<file path="src/rtl/sc_point_pkg.sv">
// sc_point_pkg: state encoding, shift codes and direction flag values shared by the point FSM and the register stage.
package sc_point_pkg;
  typedef enum logic [2:0] {
    ST_INIT = 3'd0,
    ST_IDLE = 3'd1,
    ST_LOAD = 3'd2,
    ST_RUN  = 3'd3,
    ST_SHL  = 3'd4,
    ST_SHR  = 3'd5
  } state_t;
  localparam logic [1:0] SHIFT_HOLD  = 2'b00;
  localparam logic [1:0] SHIFT_LEFT  = 2'b01;
  localparam logic [1:0] SHIFT_RIGHT = 2'b10;
  localparam logic DIR_LEFT  = 1'b0;
  localparam logic DIR_RIGHT = 1'b1;
endpackage

</file>
<file path="src/rtl/sc_button_edge.sv">
// sc_button_edge: 2-FF synchronizer plus one-cycle falling-edge pulse for an active-low button.
module sc_button_edge (
  input  logic clk,
  input  logic rst,
  input  logic i_btn_n,
  output logic o_fall
);
  logic r_meta, r_sync, r_last;
  always_ff @(posedge clk or posedge rst) begin
    if (rst) begin
      r_meta <= 1'b1;
      r_sync <= 1'b1;
      r_last <= 1'b1;
    end else begin
      r_meta <= i_btn_n;
      r_sync <= r_meta;
      r_last <= r_sync;
    end
  end
  assign o_fall = r_last & ~r_sync;
endmodule

</file>
<file path="src/rtl/sc_statemachine_point.sv">
// sc_statemachine_point: button-driven control FSM for the point register with Moore-decoded commands.
// Auto-shift period counter and upcount_out are built only when SC_STATEMACHINEPOINT_AUTOSHIFT_EN is defined.
module sc_statemachine_point
  import sc_point_pkg::*;
#(
  parameter int TICK_WIDTH = 20,
  parameter logic [TICK_WIDTH-1:0] TICK_MAX = 20'd999999
) (
  input  logic       SC_STATEMACHINEPOINT_CLOCK_50,
  input  logic       SC_STATEMACHINEPOINT_RESET_InHigh,
  input  logic       SC_STATEMACHINEPOINT_start_InLow,
  input  logic       SC_STATEMACHINEPOINT_left_InLow,
  input  logic       SC_STATEMACHINEPOINT_right_InLow,
  input  logic       SC_STATEMACHINEPOINT_clear_InLow,
  output logic       SC_STATEMACHINEPOINT_clear_OutLow,
  output logic       SC_STATEMACHINEPOINT_load1_OutLow,
  output logic [1:0] SC_STATEMACHINEPOINT_shiftselection_Out,
  output logic       SC_STATEMACHINEPOINT_T0_InLow,
  output logic       SC_STATEMACHINEPOINT_upcount_out
);
  state_t r_state, w_next;
  logic w_clr, w_start, w_left, w_right, w_tick, w_dir;
  sc_button_edge u_clr (.clk(SC_STATEMACHINEPOINT_CLOCK_50), .rst(SC_STATEMACHINEPOINT_RESET_InHigh),
                        .i_btn_n(SC_STATEMACHINEPOINT_clear_InLow), .o_fall(w_clr));
  sc_button_edge u_start (.clk(SC_STATEMACHINEPOINT_CLOCK_50), .rst(SC_STATEMACHINEPOINT_RESET_InHigh),
                          .i_btn_n(SC_STATEMACHINEPOINT_start_InLow), .o_fall(w_start));
  sc_button_edge u_left (.clk(SC_STATEMACHINEPOINT_CLOCK_50), .rst(SC_STATEMACHINEPOINT_RESET_InHigh),
                         .i_btn_n(SC_STATEMACHINEPOINT_left_InLow), .o_fall(w_left));
  sc_button_edge u_right (.clk(SC_STATEMACHINEPOINT_CLOCK_50), .rst(SC_STATEMACHINEPOINT_RESET_InHigh),
                          .i_btn_n(SC_STATEMACHINEPOINT_right_InLow), .o_fall(w_right));
  always_ff @(posedge SC_STATEMACHINEPOINT_CLOCK_50 or posedge SC_STATEMACHINEPOINT_RESET_InHigh) begin
    if (SC_STATEMACHINEPOINT_RESET_InHigh) r_state <= ST_INIT;
    else r_state <= w_next;
  end
  // Clear overrides every state; within RUN buttons outrank the auto tick.
  always_comb begin
    w_next = r_state;
    case (r_state)
      ST_INIT: w_next = ST_IDLE;
      ST_IDLE: w_next = w_start ? ST_LOAD : ST_IDLE;
      ST_LOAD: w_next = ST_RUN;
      ST_RUN:  w_next = w_left ? ST_SHL : w_right ? ST_SHR : !w_tick ? ST_RUN : w_dir ? ST_SHR : ST_SHL;
      ST_SHL, ST_SHR: w_next = ST_RUN;
      default: w_next = ST_INIT;
    endcase
    if (w_clr) w_next = ST_INIT;
  end
`ifdef SC_STATEMACHINEPOINT_AUTOSHIFT_EN
  logic [TICK_WIDTH-1:0] r_count;
  logic r_dir;
  always_ff @(posedge SC_STATEMACHINEPOINT_CLOCK_50 or posedge SC_STATEMACHINEPOINT_RESET_InHigh) begin
    if (SC_STATEMACHINEPOINT_RESET_InHigh) begin
      r_count <= '0;
      r_dir   <= DIR_LEFT;
    end else begin
      r_count <= (r_state == ST_RUN && w_next == ST_RUN) ? (r_count == TICK_MAX ? '0 : r_count + 1'b1) : '0;
      r_dir   <= (r_state == ST_LOAD || w_next == ST_SHL) ? DIR_LEFT : w_next == ST_SHR ? DIR_RIGHT : r_dir;
    end
  end
  assign w_tick = r_state == ST_RUN && r_count == TICK_MAX;
  assign w_dir  = r_dir;
  assign SC_STATEMACHINEPOINT_upcount_out = w_tick;
`else
  assign w_tick = 1'b0;
  assign w_dir  = DIR_LEFT;
  // Parameters stay referenced so both builds share one interface.
  assign SC_STATEMACHINEPOINT_upcount_out = 1'b0 & |TICK_MAX;
`endif
  assign SC_STATEMACHINEPOINT_clear_OutLow = r_state != ST_INIT;
  assign SC_STATEMACHINEPOINT_load1_OutLow = r_state != ST_LOAD;
  assign SC_STATEMACHINEPOINT_shiftselection_Out = r_state == ST_SHL ? SHIFT_LEFT : r_state == ST_SHR ? SHIFT_RIGHT : SHIFT_HOLD;
  assign SC_STATEMACHINEPOINT_T0_InLow = !(r_state == ST_INIT || r_state == ST_IDLE);
endmodule

</file>
<file path="config.mk">
export PLATFORM = sky130hd
export DESIGN_NAME = sc_statemachine_point
export DESIGN_NICKNAME = d
export VERILOG_FILES = /design/src/rtl/sc_point_pkg.sv /design/src/rtl/sc_button_edge.sv /design/src/rtl/sc_statemachine_point.sv
export SDC_FILE = /design/constraint.sdc
export NUM_CORES = 1
export LEC_CHECK = 0
export BUFFER_PORTS_ARGS = -buffer_cell sky130_fd_sc_hd__buf_4
export CAP_MARGIN = 20
export CORE_AREA = 2 2 39 41
export CTS_BUF_LIST = sky130_fd_sc_hd__clkbuf_8
export DETAILED_ROUTE_END_ITERATION = 6
export DIE_AREA = 0 0 41 43
export PLACE_DENSITY = 0.7
export SETUP_SLACK_MARGIN = 0.4
export SYNTH_ARGS = -nofsm -noshare
export SYNTH_HDL_FRONTEND = slang
export SYNTH_SLANG_ARGS = --single-unit
export TNS_END_PERCENT = 50
</file>
<file path="constraint.sdc">
create_clock -name SC_STATEMACHINEPOINT_CLOCK_50 -period 1.7 [get_ports SC_STATEMACHINEPOINT_CLOCK_50]
set_input_delay 0.34 -clock SC_STATEMACHINEPOINT_CLOCK_50 [delete_from_list [all_inputs] [get_ports SC_STATEMACHINEPOINT_CLOCK_50]]
set_output_delay 0.34 -clock SC_STATEMACHINEPOINT_CLOCK_50 [all_outputs]
set_load 0.01 [all_outputs]
</file>
==> results.sh <==
export IMPL_status="finished, final reports clean"
export IMPL_r2r_end="r_state[1]"
export IMPL_viasPerCell=4.64
export IMPL_synth_area_um2=528
export IMPL_wl_per_cell_um=10.5
export IMPL_finalCriticalPeriod_ns=1.51
export IMPL_ys_flop_type="dfstp_2"
export IMPL_yosysTopAreaCell="dfstp_2"
export IMPL_cts_path_max_buffers=2
export IMPL_h_tree_depth=1
export IMPL_overflow=0
export IMPL_dp_hpwl_um=468
export IMPL_p_total_uw=830
export IMPL_placed_cell_area_um2=616
export IMPL_std_cell_rows=14
export IMPL_utilization=0.518
export IMPL_final_cell_mix="buf_4 (13), dfstp_2 (12)"
export IMPL_synth_xor_area_frac=0
export IMPL_crit_arrival_ns=1.17
export IMPL_post_route_drc_count=0
export IMPL_synthCells=36
export IMPL_core_area_um2=1380
export IMPL_finalHoldViolations=0
export IMPL_initial_utilization=0.382
export IMPL_crit_chain="or3b_1 > buf_6"
export IMPL_synth_warnings=0
export IMPL_die_w_um=41
export IMPL_drv_cap=0
export IMPL_n_antenna_cell=0
export IMPL_fillCellCount=133
export IMPL_die_height_um=43
export IMPL_cpPeakStageDelay_ns=0.41
export IMPL_cts_tree="yes"
export IMPL_grt_pass1_wl_mm=1.28
export IMPL_grt_max_degree=16
export IMPL_setup_tns_final_ns=0
export IMPL_finClkSkew_ns=0.00154
export IMPL_finalSetupViolCount=0
export IMPL_clkSlewWorstSetupHoldPaths_ns=0.05
export IMPL_synthSimpleGateAreaFrac=0.154
export IMPL_drive_gt1_frac=0.648
export IMPL_fin_area_um2=717
export IMPL_ys_top_cells_by_area="dfstp_2 (60%), dfrtp_1 (14%), nor2b_1 (3.6%)"
export IMPL_synth_seq_cells=15
export IMPL_ys_async_sr_fraction=1.00
export IMPL_crit_type="flip-flop to output pin"
export IMPL_synth_nets=42
export IMPL_r2r_start="u_clr.r_sync"
export IMPL_period_share=0.886
export IMPL_syn_avg_cell_area_um2=14.7
export IMPL_endpoint_kind="output pin"
export IMPL_clock_latency_ns=0.24
export IMPL_rrSetupSlack_ns=0.50
export IMPL_grt_use_total=0.120
export IMPL_ctsHoldBuffers=0
export IMPL_totalWireLength_um=736
export IMPL_synth_edf_count=0
export IMPL_final_cells=70
export IMPL_synth_adder_area_share=0
export IMPL_gp_congestion=0.599
export IMPL_synthMuxAreaShare=0
export IMPL_die_area_um2=1760
export IMPL_cts_buffers=3
export IMPL_slew_headroom=0.656
export IMPL_mostFrequentLayoutCell="buf_4"
export IMPL_fmaxAchievable_mhz=664
export IMPL_antenna_found_initial=0
export IMPL_grt_setup_unrepaired="true"
export IMPL_numPortBuffers=10
export IMPL_synth_yosys_seq_area_share=0.739
export IMPL_maxSlewViolCount=0
export IMPL_clock_sinks=15
export IMPL_root_buffer="clkbuf_8"
export IMPL_drtIter0Drc=0
export IMPL_rr_worst_depth=3
export IMPL_synth_top_family_by_area="simple AND/OR/NAND/NOR gates"
export IMPL_p_per_area_nw_per_um2=1160
export IMPL_num_io_pins=12
export IMPL_grt_pass1_vias=327
export IMPL_cp_required_ns=1.36
export IMPL_area_growth_pct=35.8
export IMPL_fin_nets=61
export IMPL_synth_cell_types=17
export IMPL_antenna_left=0
export IMPL_critical_path_max_fanout=3
export IMPL_synth_compound_area_frac=0.0711
export IMPL_worstMarginPinSlew_ns=0.515
export IMPL_largest_register_ff_count=3
export IMPL_start_kind="flip-flop"
export IMPL_vdd_drop_max_uv=569
export IMPL_hold_class="primary input to async pin"
export IMPL_largest_register="r_state"
export IMPL_via_count=325
export IMPL_slowest_stage="dfrtp_2"
export IMPL_power_leakage_nw=0.332
export IMPL_synth_top_area_frac=0.597
export IMPL_post_place_cells=61
export IMPL_firstDrtPassIters=1
## critical path: cells and delay by family (launching register included)
family                 cells  cell delay, ns
flip-flops                 1            0.41
AND/OR/NAND/NOR            1            0.39
buffers and inverters      1            0.13
## worst max-delay path by stage
stage | from | end | slack, ns | cells past startpoint
after floorplan | r_state[0] | SC_STATEMACHINEPOINT_clear_OutLow | 0.44 | 1
after global placement | r_state[0] | SC_STATEMACHINEPOINT_clear_OutLow | 0.32 | 2
after detailed placement | r_state[0] | SC_STATEMACHINEPOINT_clear_OutLow | 0.29 | 2
after CTS | r_state[0] | SC_STATEMACHINEPOINT_load1_OutLow | 0.19 | 2
after global routing | r_state[0] | SC_STATEMACHINEPOINT_load1_OutLow | 0.15 | 2
final | r_state[0] | SC_STATEMACHINEPOINT_load1_OutLow | 0.19 | 2
## cell families after synthesis
| group | after synthesis |
|---|---|
| other | 1 |
| AO/OA/AOI/OAI | 5 |
| AND/OR/NAND/NOR | 12 |
| flip-flops | 15 |
| buffers and inverters | 3 |
## synthesized netlist by cell type (2+ instances only)
cell type and count:
inv_1 2, dfrtp_1 3, or3b_1 2, dfstp_2 12
nor2_1 3, nor2b_1 3
## where the power goes
group	switching [mW]	leakage (nW)	internal, mW	total [mW]
Clock	0.108	0.0269	0.159	0.268
Sequential	0.0151	0.162	0.396	0.411
Combinational	0.0628	0.143	0.0889	0.152
Total	0.186	0.332	0.644	0.830
## stage by stage
step	hold slack, ns	setup slack (ns)
floorplan	0.233	0.444
global placement	0.346	0.321
detailed placement	0.347	0.294
CTS	0.148	0.193
global route	0.182	0.150
finish	0.132	0.194
## routing by layer
metal	part of all wire	track usage	vias up
met4	0.060	0.140	0
met5	0	0	-
met1	0.36	0.109	151
li1	-	-	155
met3	0.072	0.0314	5
met2	0.51	0.181	14
## area by class of cell
class                           count  area (um^2)  area share
Sequential cell                    15          393       0.548
Tap cell                           16         20.0      0.0279
Inverter                            2         7.51      0.0105
Clock inverter                      1         3.75     0.00524
Multi-Input combinational cell     18          131       0.183
Timing Repair Buffer               15          120       0.168
Clock buffer                        3         41.3      0.0576
## repair_timing
item,CTS,global route
buffers inserted,5,0
pin swaps,0,0
resized for setup,4,2
gates cloned,0,0
setup endpoints to repair,5,5
(Power assumes the default switching activity.)
